File: src/rtl/sram_wb_arbiter.sv
// sram_wb_arbiter
//   Two-master, one-slave Wishbone arbiter in front of the shared SSRAM
//   controller. Master 0 is instruction fetch and master 1 is load/store.
//   Grants are round-robin and registered. A grant is held for the whole bus
//   cycle (CYC high), so bursts and read-modify-write sequences are never
//   split. After a release the arbiter spends one idle cycle before it
//   grants again.
//
// Ports
//   clk_i, rst_i          clock (rising edge), async active-high reset
//   m0_* / m1_*           master-side Wishbone classic interfaces
//   s_*                   slave-side Wishbone classic interface
//   gnt_o                 one-hot current grant {m1, m0}; 00 when idle
//
// Optional feature
//   SRAM_ARB_TIMEOUT_EN   when defined, a watchdog aborts a granted cycle
//                         after TIMEOUT_CYCLES consecutive STB-without-ACK
//                         cycles. It pulses mx_err_o for one cycle and
//                         releases the grant. When undefined, m*_err_o
//                         are tied to 0.

module sram_wb_arbiter #(
    parameter int AW             = 19,
    parameter int DW             = 32,
    parameter int TIMEOUT_CYCLES = 255
) (
    input  logic              clk_i,
    input  logic              rst_i,

    input  logic              m0_cyc_i,
    input  logic              m0_stb_i,
    input  logic              m0_we_i,
    input  logic [AW-1:0]     m0_adr_i,
    input  logic [DW-1:0]     m0_dat_i,
    input  logic [DW/8-1:0]   m0_sel_i,
    output logic [DW-1:0]     m0_dat_o,
    output logic              m0_ack_o,
    output logic              m0_err_o,

    input  logic              m1_cyc_i,
    input  logic              m1_stb_i,
    input  logic              m1_we_i,
    input  logic [AW-1:0]     m1_adr_i,
    input  logic [DW-1:0]     m1_dat_i,
    input  logic [DW/8-1:0]   m1_sel_i,
    output logic [DW-1:0]     m1_dat_o,
    output logic              m1_ack_o,
    output logic              m1_err_o,

    output logic              s_cyc_o,
    output logic              s_stb_o,
    output logic              s_we_o,
    output logic [AW-1:0]     s_adr_o,
    output logic [DW-1:0]     s_dat_o,
    output logic [DW/8-1:0]   s_sel_o,
    input  logic [DW-1:0]     s_dat_i,
    input  logic              s_ack_i,

    output logic [1:0]        gnt_o
);

    typedef enum logic [1:0] {
        IDLE = 2'd0,
        GNT0 = 2'd1,
        GNT1 = 2'd2
    } state_t;

    state_t state_q, state_d;
    // Round-robin pointer: the master that held the bus most recently.
    logic   last_q, last_d;

    logic   cyc_raw;
    logic   stb_raw;
    logic   abort;

    // ------------------------------------------------------------------
    // Registers
    // ------------------------------------------------------------------
    always_ff @(posedge clk_i or posedge rst_i) begin
        if (rst_i) begin
            state_q <= IDLE;
            last_q  <= 1'b1;
        end else begin
            state_q <= state_d;
            last_q  <= last_d;
        end
    end

    // ------------------------------------------------------------------
    // Next-state logic and grant pointer update
    // ------------------------------------------------------------------
    always_comb begin
        state_d = state_q;
        last_d  = last_q;
        case (state_q)
            IDLE: begin
                if (m0_cyc_i && m1_cyc_i)
                    state_d = last_q ? GNT0 : GNT1;
                else if (m0_cyc_i)
                    state_d = GNT0;
                else if (m1_cyc_i)
                    state_d = GNT1;
            end
            GNT0: begin
                if (!m0_cyc_i || abort) begin
                    state_d = IDLE;
                    last_d  = 1'b0;
                end
            end
            GNT1: begin
                if (!m1_cyc_i || abort) begin
                    state_d = IDLE;
                    last_d  = 1'b1;
                end
            end
            default: state_d = IDLE;
        endcase
    end

    // ------------------------------------------------------------------
    // Slave-side mux. All request fields are zeroed while idle, so a reset
    // (asynchronous to the clock) pulls the slave controls low at once.
    // ------------------------------------------------------------------
    always_comb begin
        cyc_raw = 1'b0;
        stb_raw = 1'b0;
        s_we_o  = 1'b0;
        s_adr_o = '0;
        s_dat_o = '0;
        s_sel_o = '0;
        case (state_q)
            GNT0: begin
                cyc_raw = m0_cyc_i;
                stb_raw = m0_stb_i;
                s_we_o  = m0_we_i;
                s_adr_o = m0_adr_i;
                s_dat_o = m0_dat_i;
                s_sel_o = m0_sel_i;
            end
            GNT1: begin
                cyc_raw = m1_cyc_i;
                stb_raw = m1_stb_i;
                s_we_o  = m1_we_i;
                s_adr_o = m1_adr_i;
                s_dat_o = m1_dat_i;
                s_sel_o = m1_sel_i;
            end
            default: ;
        endcase
    end

    assign s_cyc_o  = cyc_raw & ~abort;
    assign s_stb_o  = stb_raw & ~abort;

    assign gnt_o    = {state_q == GNT1, state_q == GNT0};

    assign m0_dat_o = s_dat_i;
    assign m1_dat_o = s_dat_i;
    assign m0_ack_o = s_ack_i & (state_q == GNT0);
    assign m1_ack_o = s_ack_i & (state_q == GNT1);
    assign m0_err_o = abort & (state_q == GNT0);
    assign m1_err_o = abort & (state_q == GNT1);

    // ------------------------------------------------------------------
    // Optional watchdog
    // ------------------------------------------------------------------
`ifdef SRAM_ARB_TIMEOUT_EN
    localparam int CNT_W = ($clog2(TIMEOUT_CYCLES + 1) > 8) ?
                           $clog2(TIMEOUT_CYCLES + 1) : 8;
    localparam logic [CNT_W-1:0] LAST_STALL = CNT_W'(TIMEOUT_CYCLES - 1);

    logic [CNT_W-1:0] cnt_q, cnt_d;
    logic             stall;

    assign stall = stb_raw & ~s_ack_i;
    // The count holds the number of earlier stall cycles, so the abort fires
    // during the TIMEOUT_CYCLES-th stall cycle itself, not one cycle later.
    assign abort = stall && (cnt_q == LAST_STALL);

    always_comb begin
        cnt_d = cnt_q;
        if (state_d == IDLE || s_ack_i)
            cnt_d = '0;
        else if (stall)
            cnt_d = cnt_q + CNT_W'(1);
    end

    always_ff @(posedge clk_i or posedge rst_i) begin
        if (rst_i)
            cnt_q <= '0;
        else
            cnt_q <= cnt_d;
    end
`else
    assign abort = 1'b0;

    logic unused_timeout;
    assign unused_timeout = (TIMEOUT_CYCLES == 0);
`endif

endmodule

File: config.mk
export PLATFORM = sky130hd
export DESIGN_NAME = sram_wb_arbiter
export DESIGN_NICKNAME = d
export VERILOG_FILES = /design/src/rtl/sram_wb_arbiter.sv
export SDC_FILE = /design/constraint.sdc
export NUM_CORES = 1
export LEC_CHECK = 0
export CORE_AREA = 2 2 108 110
export CTS_CLUSTER_SIZE = 8
export DETAILED_ROUTE_END_ITERATION = 7
export DIE_AREA = 0 0 110 112
export SYNTH_ARGS = -nofsm -noshare
export SYNTH_HDL_FRONTEND = slang
export SYNTH_SLANG_ARGS = --single-unit
File: constraint.sdc
create_clock -name clk_i -period 2 [get_ports clk_i]
set_input_delay 0.4 -clock clk_i [delete_from_list [all_inputs] [get_ports clk_i]]
set_output_delay 0.4 -clock clk_i [all_outputs]
set_load 0.05 [all_outputs]
== Yosys cells after proc, flatten, opt, wreduce, memory -nomap -nowiden ==
Cells that the tools add are included.
W data, S select, Z words.
Word-level totals
  input bits: 151
  output and inout bits: 128
  bits in registers: 3
  logic and storage cells: 30
Cells by class
  reduce and logical (&&, ||, !) cells: 5
  equal/unequal tests: 5
  bitwise operators: 2
  muxes and demuxes: 16
Operators with widths (count)
  $pmux W32 S2: 1
  $pmux W19 S2: 1
  $mux W2: 6
  $pmux W1 S2: 4
  $pmux W4 S2: 1
  $pmux W2 S3: 1
  $reduce_and A3 Y1: 2
  $ne A2 B2 Y1 const B: 2
  $ne A4 B4 Y1 const B: 1
  $and A1 B1 Y1: 2
  $eq A2 B1 Y1 const B: 1
  $eq A2 B2 Y1 const B: 1
  $logic_not A2 Y1: 1
  $mux W1: 2
  $reduce_bool A2 Y1: 1
  $logic_and A1 B1 Y1: 1

== Longest topological paths before layout ==
Gate-level depths: netlist of the first run.
  depth after elaboration: 4
  mapped depth: 7
  mapped depth without buffers: 5

== Worst setup path after synthesis of the first run ==
No wires, ideal clock.
  path type: register to output
  start: register state_q[1]
  end: output s_cyc_o
  required time: 1600 ps
  buffers on the path: 0
  stages on the path, launching flop included: 5
  path slack: -325 ps
  arrival time: 1925 ps
  cells stage by stage: dfrtp_1 -> inv_1 -> ha_1 -> a22oi_4 -> nor2b_1
On the way
  word-level cells in the longest chain between the ends: 2
  elaborated cells on any way between the ends: 3
  classes of those cells: eq/ne (2); mux (1)
RTL lines
  from (decl): line 68  | state_t state_q, state_d;
  from (signal assigned): line 84  | state_q <= state_d;
  $eq A2 B1 Y1
  via gnt_o[0]: line 59  | output logic [1:0] gnt_o
  $pmux W1 S2: line 131  | case (state_q)
  to (decl): line 50  | output logic s_cyc_o,
The timed path passes the listed nets, and every way through them passes these cells.

== Worst setup path in the final report of the first run ==
  start: register state_q[0]
  end: output s_dat_o[13]
On the way
  word-level cells in the longest chain between the ends: 2
  elaborated cells on any way between the ends: 3
  classes of those cells: eq/ne (2); mux (1)
RTL lines
  $eq A2 B2 Y1 / $eq A2 B1 Y1 (equally long branches): line 131
  $pmux W32 S2 *: line 131
  to (decl): line 54  | output logic [DW-1:0] s_dat_o,
Mark *: on every way between the ends. The rest lies on a longest branch, timed or not.

==> run metrics, run 1 <==
status=finished with violations; failing checks=setup timing; final setup fails=13; Placement Setup Slack=0.1182 ns; Fin. Hold Viols=0; Clock power frac=4.5%; number of nets in the layout=504; internal power=3.758 mW; Max-Cap Viols=0; vias per cell=4.218; PortBufs=180; Seq. cell area=78.83 um^2; flop2flop setup slack=0.40 ns; Vias=2071; HPWL after detailed placement=6246 um; number of fill cells=1039; Switching Fraction=46.03%; number of global-route vias before repair=2177; Avg Inst Size Synth=7.321 um^2; static leakage=1.659 nW; Root Buffer=clkbuf_16; Syn Inst Count=228; initial antenna violation count=1; cts bufs inserted=3; Setup crit end kind=output port; first-pass GRT wire length=11700 um; maximum VDD drop=846.8 uV; DR pass1 iterations=4; global routing usage on met1=11.25%; CTS tree=done; DIE WIDTH=110 um; Combinational Power Share=93.5%; part of the power in registers=2.0%; unrepaired setup endpoints after global routing=true; clk_skew=0.001391 ns; grt ovf=0; WP data required=1.60 ns; die area=12320 um^2; post-route antenna net violation count=0; Ys Warns=0; CTS Hold Bufs=0; met3 usage in global routing=2.810%; Switching Power=3.205 mW; wire length per cell=18.24 um; WP data arrival=1.62 ns; reg-to-reg endpoint=state_q[1]; Core ar.=11170 um^2; crit path kind=register to output port; Slew Viols, Final=0; fin worst setup slack=-0.01786 ns; clk buf depth=2; GRT Total Usage=12.13%; Seq/Total Area, Yosys=4.573%; multi-input logic area=1515 um^2; minimum clock period=2.018 ns; Clock Latency Late Sink=0.22 ns; DRC Markers=0; H-tree levels=1; Iter 0 DRT Violations=82; Post-Place Cells=472; CP Max Fanout=5; Initial Util=14.94%; routability cong.=0.7226; Seq cells post-synth=3; final std cells w/o fill=491; CTS clk-pin slew, worst paths=0.03 ns; fin crit share=100.9%; mapped cell area=1669 um^2; global routing's busiest layer=met2; share of cells above drive strength 1=56.48%; worst r2r src=state_q[0]; Num Clock Sinks=3; hold slack=0.3447 ns; largest net degree at the start of global routing=23; met2 usage=24.62%; Hold Path Class=input port to asynchronous set/reset pin; Post-Route WL=8955 um; Pwr per Cell Area=1477 nW/um^2; fmax=0.4956 GHz; area grow syn2layout=182.4%; Unique masters post-synth=19; standard-cell rows=39; type of origin of the critical path=register; Reg2Reg Depth=5; DIE HEIGHT=112 um; io pins=279
-- metal layers --
layer / routed length, um / up-vias / part of all wire (%)
met5: 0 / - / 0
met4: 182 / 0 / 2.0
met3: 978 / 27 / 11
met2: 4898 / 129 / 55
met1: 2895 / 948 / 32
li1: - / 967 / -
-- area by class of cell --
| type | count | area share, % |
|---|---|---|
| inverters | 5 | 0.5044 |
| multi-input cells | 135 | 32.15 |
| clock buffers | 4 | 1.672 |
| diodes | 1 | 0.05309 |
| flip-flops and latches | 3 | 1.672 |
| well taps | 143 | 3.796 |
| repair buffers | 200 | 60.15 |
-- synthesized netlist by cell type, drive strengths merged --
cell type	instances	area, um^2
nor2b	58	362.9
buf	81	596.8
a21boi	3	22.52
a32o	2	20.02
dfrtp	2	50.05
a22oi	58	449.2
dfstp	1	26.28
and2	2	12.51
conb	1	3.750
a21oi	1	5.000
o21ai	4	20.01
inv	5	18.77
ha	5	62.56
clkbuf	5	18.77
-- power groups by stage --
stage                     combinational (mW)  clock (mW)  sequential (mW)
after floorplan                         3.44           0            0.115
after global placement                  5.35           0            0.118
after detailed placement                5.41           0            0.122
after CTS                               5.98       0.321            0.141
after global routing                    6.76       0.326            0.143
final                                   6.51       0.316            0.138
-- worst max path at each step --
stage / slack (ns) / cells past startpoint / endpoint / startpoint
after floorplan: -0.07 / 4 / s_cyc_o / state_q[1]
after global placement: 0.15 / 6 / s_dat_o[29] / state_q[0]
after detailed placement: 0.12 / 6 / s_dat_o[29] / state_q[0]
after CTS: -0.05 / 6 / s_dat_o[20] / state_q[0]
after global routing: -0.08 / 7 / s_adr_o[18] / state_q[0]
final: -0.02 / 7 / s_dat_o[13] / state_q[0]
-- registers in the layout, summed over array words and instances, names as in the netlist --
name / cells
state_q: 2
last_q: 1
-- cell usage in the layout (no fill, tap or decap), types with 2 or more instances in the layout --
| cell | instances |
|---|---|
| a21boi_0 | 2 |
| a22oi_1 | 13 |
| a22oi_2 | 44 |
| a32o_1 | 2 |
| and2_1 | 2 |
| buf_12 | 70 |
| buf_16 | 3 |
| buf_6 | 2 |
| clkbuf_16 | 8 |
| clkdlybuf4s50_1 | 118 |
| conb_1 | 2 |
| dfrtp_2 | 2 |
| ha_1 | 2 |
| ha_4 | 3 |
| inv_1 | 3 |
| inv_4 | 2 |
| nor2b_2 | 28 |
| nor2b_4 | 30 |
| o21ai_0 | 3 |
-- critical path, stage by stage (launching register included) --
cell and delay, ns:
dfrtp_2 0.40, inv_4 0.07, ha_4 0.18, buf_12 0.14
clkbuf_16 0.16, a22oi_2 0.23, nor2b_4 0.07, buf_12 0.15
-- metrics by stage --
step	power (mW)	instance area, um^2	utilization (%)	TNS, ns
after floorplan	3.554	1918	-	-0.07193
after global placement	5.471	4016	35.94	0
after detailed placement	5.527	4016	35.94	0
after CTS	6.444	4379	39.19	-0.2780
after global routing	7.229	4713	42.18	-2.472
final	6.963	4713	42.18	-0.09695
-- cell families (layout without fill, tap and decap cells) --
kind of cell             count (synthesis)  after routing  synth area share [%]
buffers and inverters                   91            209                 38.01
AND/OR/NAND/NOR                         60             60                 22.49
adder cells (fa/ha/maj)                  5              5                 3.748
flip-flops                               3              3                 4.573
AO/OA/AOI/OAI                           68             68                 30.96
other                                    1              3                0.2247
-- repair_timing --
action | in CTS | in global routing
buffers inserted | 1 | 3
gates cloned | 3 | 7
endpoints found under the setup margin | 59 | 45
gates resized for setup | 44 | 25
pin swaps | 1 | 13
Power figures use the tool's default switching activity.
==> run 2, diff against run 1 <==
--- a/config.mk
+++ b/config.mk
@@ -5,10 +5,11 @@
 export SDC_FILE = /design/constraint.sdc
 export NUM_CORES = 1
 export LEC_CHECK = 0
-export CORE_AREA = 2 2 108 110
+export CORE_AREA = 2 2 107 109
 export CTS_CLUSTER_SIZE = 8
 export DETAILED_ROUTE_END_ITERATION = 7
-export DIE_AREA = 0 0 110 112
+export DIE_AREA = 0 0 109 111
+export DONT_BUFFER_PORTS = 1
 export SYNTH_ARGS = -nofsm -noshare
 export SYNTH_HDL_FRONTEND = slang
 export SYNTH_SLANG_ARGS = --single-unit
==> run 2 against run 1 <==
  * The flow still finishes with violations (setup timing)
  * Sequential power fell by 5%
  * Critical path depth fell by 1
  * Wire length fell by 22%
  * Final cell count fell by 25%
  * Largest cell class is now multi-input combinational cells
==> run metrics, run 2 (same netlist as run 1, synthesis figures left out) <==
status=finished with violations; failing checks=setup timing; most common cell after layout, fill and taps aside=buf_12; Most common cell on crit path=buf_12; H-tree levels=1; part of the power in registers=2.0%; largest net degree at the start of global routing=27; number of global-route vias before repair=1727; Iter 0 DRT Violations=58; final instance area=3487 um^2; Hold Path Stages=2; CP Max Fanout=12; Reg2Reg Depth=6; HPWL after detailed placement=4534 um; DRC Markers=0; worst r2r src=state_q[0]; max FFs per register=2; Max-Cap Viols=0; DIE WIDTH=109 um; CTS clk-pin slew, worst paths=0.03 ns; Worst path slowest cell=dfrtp_2; Vias=1612; standard-cell rows=39; Hold Path Class=input port to register; setup TNS=-0.3597 ns; reg-to-reg endpoint=state_q[1]; CP Cell Sequence=buf_4 > ha_4 > buf_12 > a22oi_1 > nor2b_2 > buf_12; post-route antenna net violation count=0; routability cong.=0.6442; io pins=279; biggest regs=state_q (2), last_q (1); minimum clock period=2.040 ns; fin worst setup slack=-0.04048 ns; Pwr per Cell Area=1902 nW/um^2; Clock Latency Late Sink=0.22 ns; crit path kind=register to output port; Post-Route WL=6983 um; Clock power frac=4.7%; fmax=0.4901 GHz; DIE HEIGHT=111 um; clk buf depth=2; CTS tree=done; Top reg by flops=state_q; GRT Total Usage=10.05%; vias per cell=4.369; Finished Core Util=31.48%; Inserted Diodes=0; worst hold start=m0_cyc_i; internal power=3.515 mW; number of nets in the layout=383; Fin. Hold Viols=0; WP data required=1.60 ns; maximum VDD drop=876.1 uV; crit-path max cell delay=0.40 ns; static leakage=1.193 nW; area grow syn2layout=108.9%; Hold Path End=last_q; Post-Place Cells=353; type of origin of the critical path=register; WP data arrival=1.64 ns; first-pass GRT wire length=9384 um; wire length per cell=18.92 um; commonest non-fill, non-tap cells in the layout=buf_12 (67), a22oi_2 (45), nor2b_4 (44); PortBufs=0; DR pass1 iterations=4; Core ar.=11080 um^2; share of cells above drive strength 1=85.84%; Combinational Power Share=93.3%; flop2flop setup slack=0.47 ns; fin crit share=102.0%; Switching Fraction=47.01%; Num Clock Sinks=3; cts bufs inserted=3; Switching Power=3.118 mW; dpl cell area=2778 um^2; Root Buffer=clkbuf_16; clk_skew=0.001476 ns; die area=12100 um^2; Slew Viols, Final=0; Setup crit end kind=output port; unrepaired setup endpoints after global routing=true; initial antenna violation count=0; Initial Util=15.07%; grt ovf=0; final std cells w/o fill=369; final setup fails=33
[run 2: cell count changes in the layout (fill, tap and decap cells not counted), sizes merged]
cell           previous run  this run
dlygate4sd3               0         1
clkdlybuf4s50           118         0
diode                     1         0
buf                      77        76
clkbuf                    9         6
[run 2: cell type report]
cell class                      count  area (um^2)
Fill cell                        1098         7590
Multi-Input combinational cell    135         1593
Timing Repair Buffer               79         1536
Tap cell                          143        178.9
Sequential cell                     3        78.83
Clock buffer                        4        78.83
Inverter                            5        21.27
[run 2: metal layers]
| metal | wire [um] | vias to the layer above | global-route usage (%) |
|---|---|---|---|
| met5 | 0 | - | 0 |
| li1 | - | 719 | - |
| met1 | 2311 | 773 | 10.58 |
| met2 | 4055 | 107 | 20.25 |
| met4 | 69 | 0 | 1.795 |
| met3 | 546 | 13 | 1.705 |
[run 2: critical path, delay by kind of cell, from the launching register on]
kind,cells,cell delay (ns)
compound gates,1,0.22
fa+ha+maj,1,0.22
buf+inv,3,0.48
flops,1,0.40
simple gates,1,0.09
[run 2: worst max-delay path by stage]
| stage | from | end | slack, ns |
|---|---|---|---|
| after floorplan | state_q[1] | s_cyc_o | -0.07 |
| after global placement | state_q[0] | s_dat_o[18] | 0.16 |
| after detailed placement | state_q[1] | s_sel_o[3] | 0.10 |
| after CTS | state_q[0] | s_dat_o[1] | -0.06 |
| after global routing | state_q[1] | s_dat_o[20] | -0.1 |
| final | state_q[0] | s_sel_o[1] | -0.04 |
[run 2: repair_timing]
item                                   4_1_cts  5_1_grt
setup endpoints to repair                   58       58
pin swaps                                    4       22
resized for setup                           65       24
buffers inserted                             4        1
gates cloned                                 4        3
hold buffers                                 1        0
endpoints found under the hold margin        2        0
[run 2: power by group through the flow]
| stage | logic (mW) | clock network [mW] | registers [mW] |
|---|---|---|---|
| floorplan | 3.44 | 0 | 0.115 |
| global placement | 4.95 | 0 | 0.118 |
| detailed placement | 5.02 | 0 | 0.123 |
| CTS | 6.03 | 0.317 | 0.127 |
| global route | 6.46 | 0.330 | 0.135 |
| finish | 6.19 | 0.312 | 0.131 |
[run 2: stage by stage]
step	setup WS, ns	total power [mW]	hold WS (ns)
5_1_grt	-0.09802	6.920	0.3843
6_report	-0.04048	6.633	0.3772
2_1_floorplan	-0.07193	3.554	0.1529
4_1_cts	-0.06231	6.473	0.3791
3_5_place_dp	0.1012	5.139	0.1696
3_3_place_gp	0.1623	5.067	0.1655
==> run 3, diff against run 2 <==
--- a/config.mk
+++ b/config.mk
@@ -5,10 +5,10 @@
 export SDC_FILE = /design/constraint.sdc
 export NUM_CORES = 1
 export LEC_CHECK = 0
-export CORE_AREA = 2 2 107 109
+export CORE_AREA = 2 2 108 110
 export CTS_CLUSTER_SIZE = 8
 export DETAILED_ROUTE_END_ITERATION = 7
-export DIE_AREA = 0 0 109 111
+export DIE_AREA = 0 0 110 112
 export DONT_BUFFER_PORTS = 1
 export SYNTH_ARGS = -nofsm -noshare
 export SYNTH_HDL_FRONTEND = slang
==> run 3 against run 2 <==
  * The flow still finishes with violations (setup timing)
  * Global-route usage hardly changed
  * Utilization is 0.91 points lower
  * Wire length is 10% higher
  * Clock-buffer cell count stayed put
  * Worst hold slack better by 0.027 ns
  * Fmax is 1.3% lower
  * Largest cell class is now non-clock buffers
  * Largest power group unchanged
==> run metrics, run 3 (same netlist as run 1, synthesis figures left out) <==
minimum clock period=2.068 ns; biggest regs=state_q (2), last_q (1); commonest non-fill, non-tap cells in the layout=buf_12 (64), a22oi_2 (45), nor2b_4 (29), nor2b_2 (29), a22oi_1 (12); HPWL after detailed placement=5280 um; cts bufs inserted=3; io pins=279; standard-cell rows=39; Top reg by flops=state_q; vias per cell=4.523; Vias=1678; status=finished with violations; worst hold start=m0_cyc_i; final setup fails=29; fin crit share=103.4%; crit-path max cell delay=0.45 ns; CTS clk-pin slew, worst paths=0.03 ns; wire length per cell=20.70 um; Hold Path Class=input port to register; DRC Markers=0; static leakage=1.152 nW; crit path kind=register to output port; GRT Total Usage=10.05%; fin worst setup slack=-0.06813 ns; DIE WIDTH=110 um; die area=12320 um^2; initial antenna violation count=1; hold slack=0.4046 ns; DR pass1 iterations=4; Slew Viols, Final=0; number of global-route vias before repair=1629; DIE HEIGHT=112 um; Iter 0 DRT Violations=54; CP Max Fanout=9; fmax=0.4835 GHz; failing checks=setup timing; number of nets in the layout=384; dpl cell area=2785 um^2; Worst path slowest cell=dfrtp_2; Num Clock Sinks=3; first-pass GRT wire length=9259 um; maximum VDD drop=661.3 uV; Initial Util=14.94%; post-route antenna net violation count=0; Post-Route WL=7678 um; unrepaired setup endpoints after global routing=true; clk buf depth=2; area grow syn2layout=104.6%; Pwr per Cell Area=1891 nW/um^2; largest net degree at the start of global routing=38; Finished Core Util=30.57%; most common cell after layout, fill and taps aside=buf_12; Most common cell on crit path=buf_12; Core ar.=11170 um^2; Fin. Hold Viols=0; max FFs per register=2; final instance area=3416 um^2; H-tree levels=1; Clock Latency Late Sink=0.23 ns; type of origin of the critical path=register; share of cells above drive strength 1=85.46%; CP startpoint=state_q[0]; clk_skew=0.003215 ns; PortBufs=0; routability cong.=0.6299; worst r2r src=state_q[1]; Placement Setup Slack=0.07790 ns; grt ovf=0; CTS tree=done; Root Buffer=clkbuf_16; Max-Cap Viols=0; CP Cell Sequence=inv_4 > ha_4 > buf_12 > clkbuf_16 > a22oi_1 > nor2b_2 > buf_12; Setup crit end kind=output port; WP data arrival=1.67 ns; WP data required=1.60 ns
==> run 3: changes by cell type in the layout (fill, tap and decap cells not counted), moves of 2 or more <==
cell       previous run  this run
nor2b_2              14        29
buf_6                 2         0
buf_12               67        64
nor2b_4              44        29
buf_8                 0         2
clkbuf_16             5         7
buf_4                 4         7
==> run 3: final timing paths <==
path	endpoint	slack (ns)	depth (start not counted)
hold / removal	last_q	0.40	2
setup reg to reg	state_q[1]	0.43	6
hold reg to reg	last_q	0.53	2
min in group asynchronous	state_q[0]	0.49	2
setup / recovery	s_adr_o[2]	-0.07	7
max in group asynchronous	last_q	1.29	2
==> run 3: through the flow <==
stage	TNS, ns	std cells	total power, mW
finish	-0.7691	371	6.459
global route	-4.386	371	6.767
CTS	-2.310	362	5.936
detailed placement	0	354	5.191
global placement	0	354	5.120
floorplan	-0.07193	229	3.554
==> run 3: area by class of cell <==
cell class	instances	area, um^2
tap	143	178.9
clock buffer	4	78.83
sequential	3	77.57
timing repair buffer	80	1529
fill	1102	7759
antenna	1	2.502
inverter	5	21.27
multi-input combinational	135	1528
==> run 3: report_power, final <==
group | total, mW | internal, mW | switching (mW)
combinational | 6.00 | 3.00 | 3.00
sequential | 0.135 | 0.0980 | 0.0365
clock | 0.323 | 0.264 | 0.0597
total | 6.46 | 3.36 | 3.09
==> run 3: critical path: cells and delay by family, from the launching register on <==
family                     cells  cell delay [ns]
buffers and inverters          4             0.54
DFF                            1             0.45
adders and majority gates      1             0.19
and+or+nand+nor                1             0.16
AOI/OAI and AO/OA              1             0.10
==> run 3: layer usage <==
metal / vias to the layer above / wire length [um] / GRT usage, %
met5: - / 0 / 0
met4: 0 / 300 / 5.232
met3: 30 / 725 / 1.112
met2: 138 / 4213 / 20.08
met1: 788 / 2438 / 9.630
li1: 722 / - / -
==> run 3: what timing repair did <==
item,in CTS,in global routing
pin swaps,12,5
hold endpoints to repair,2,0
buffers inserted,1,4
cloned,2,4
hold buffers,1,0
endpoints found under the setup margin,58,58
gates resized for setup,39,31
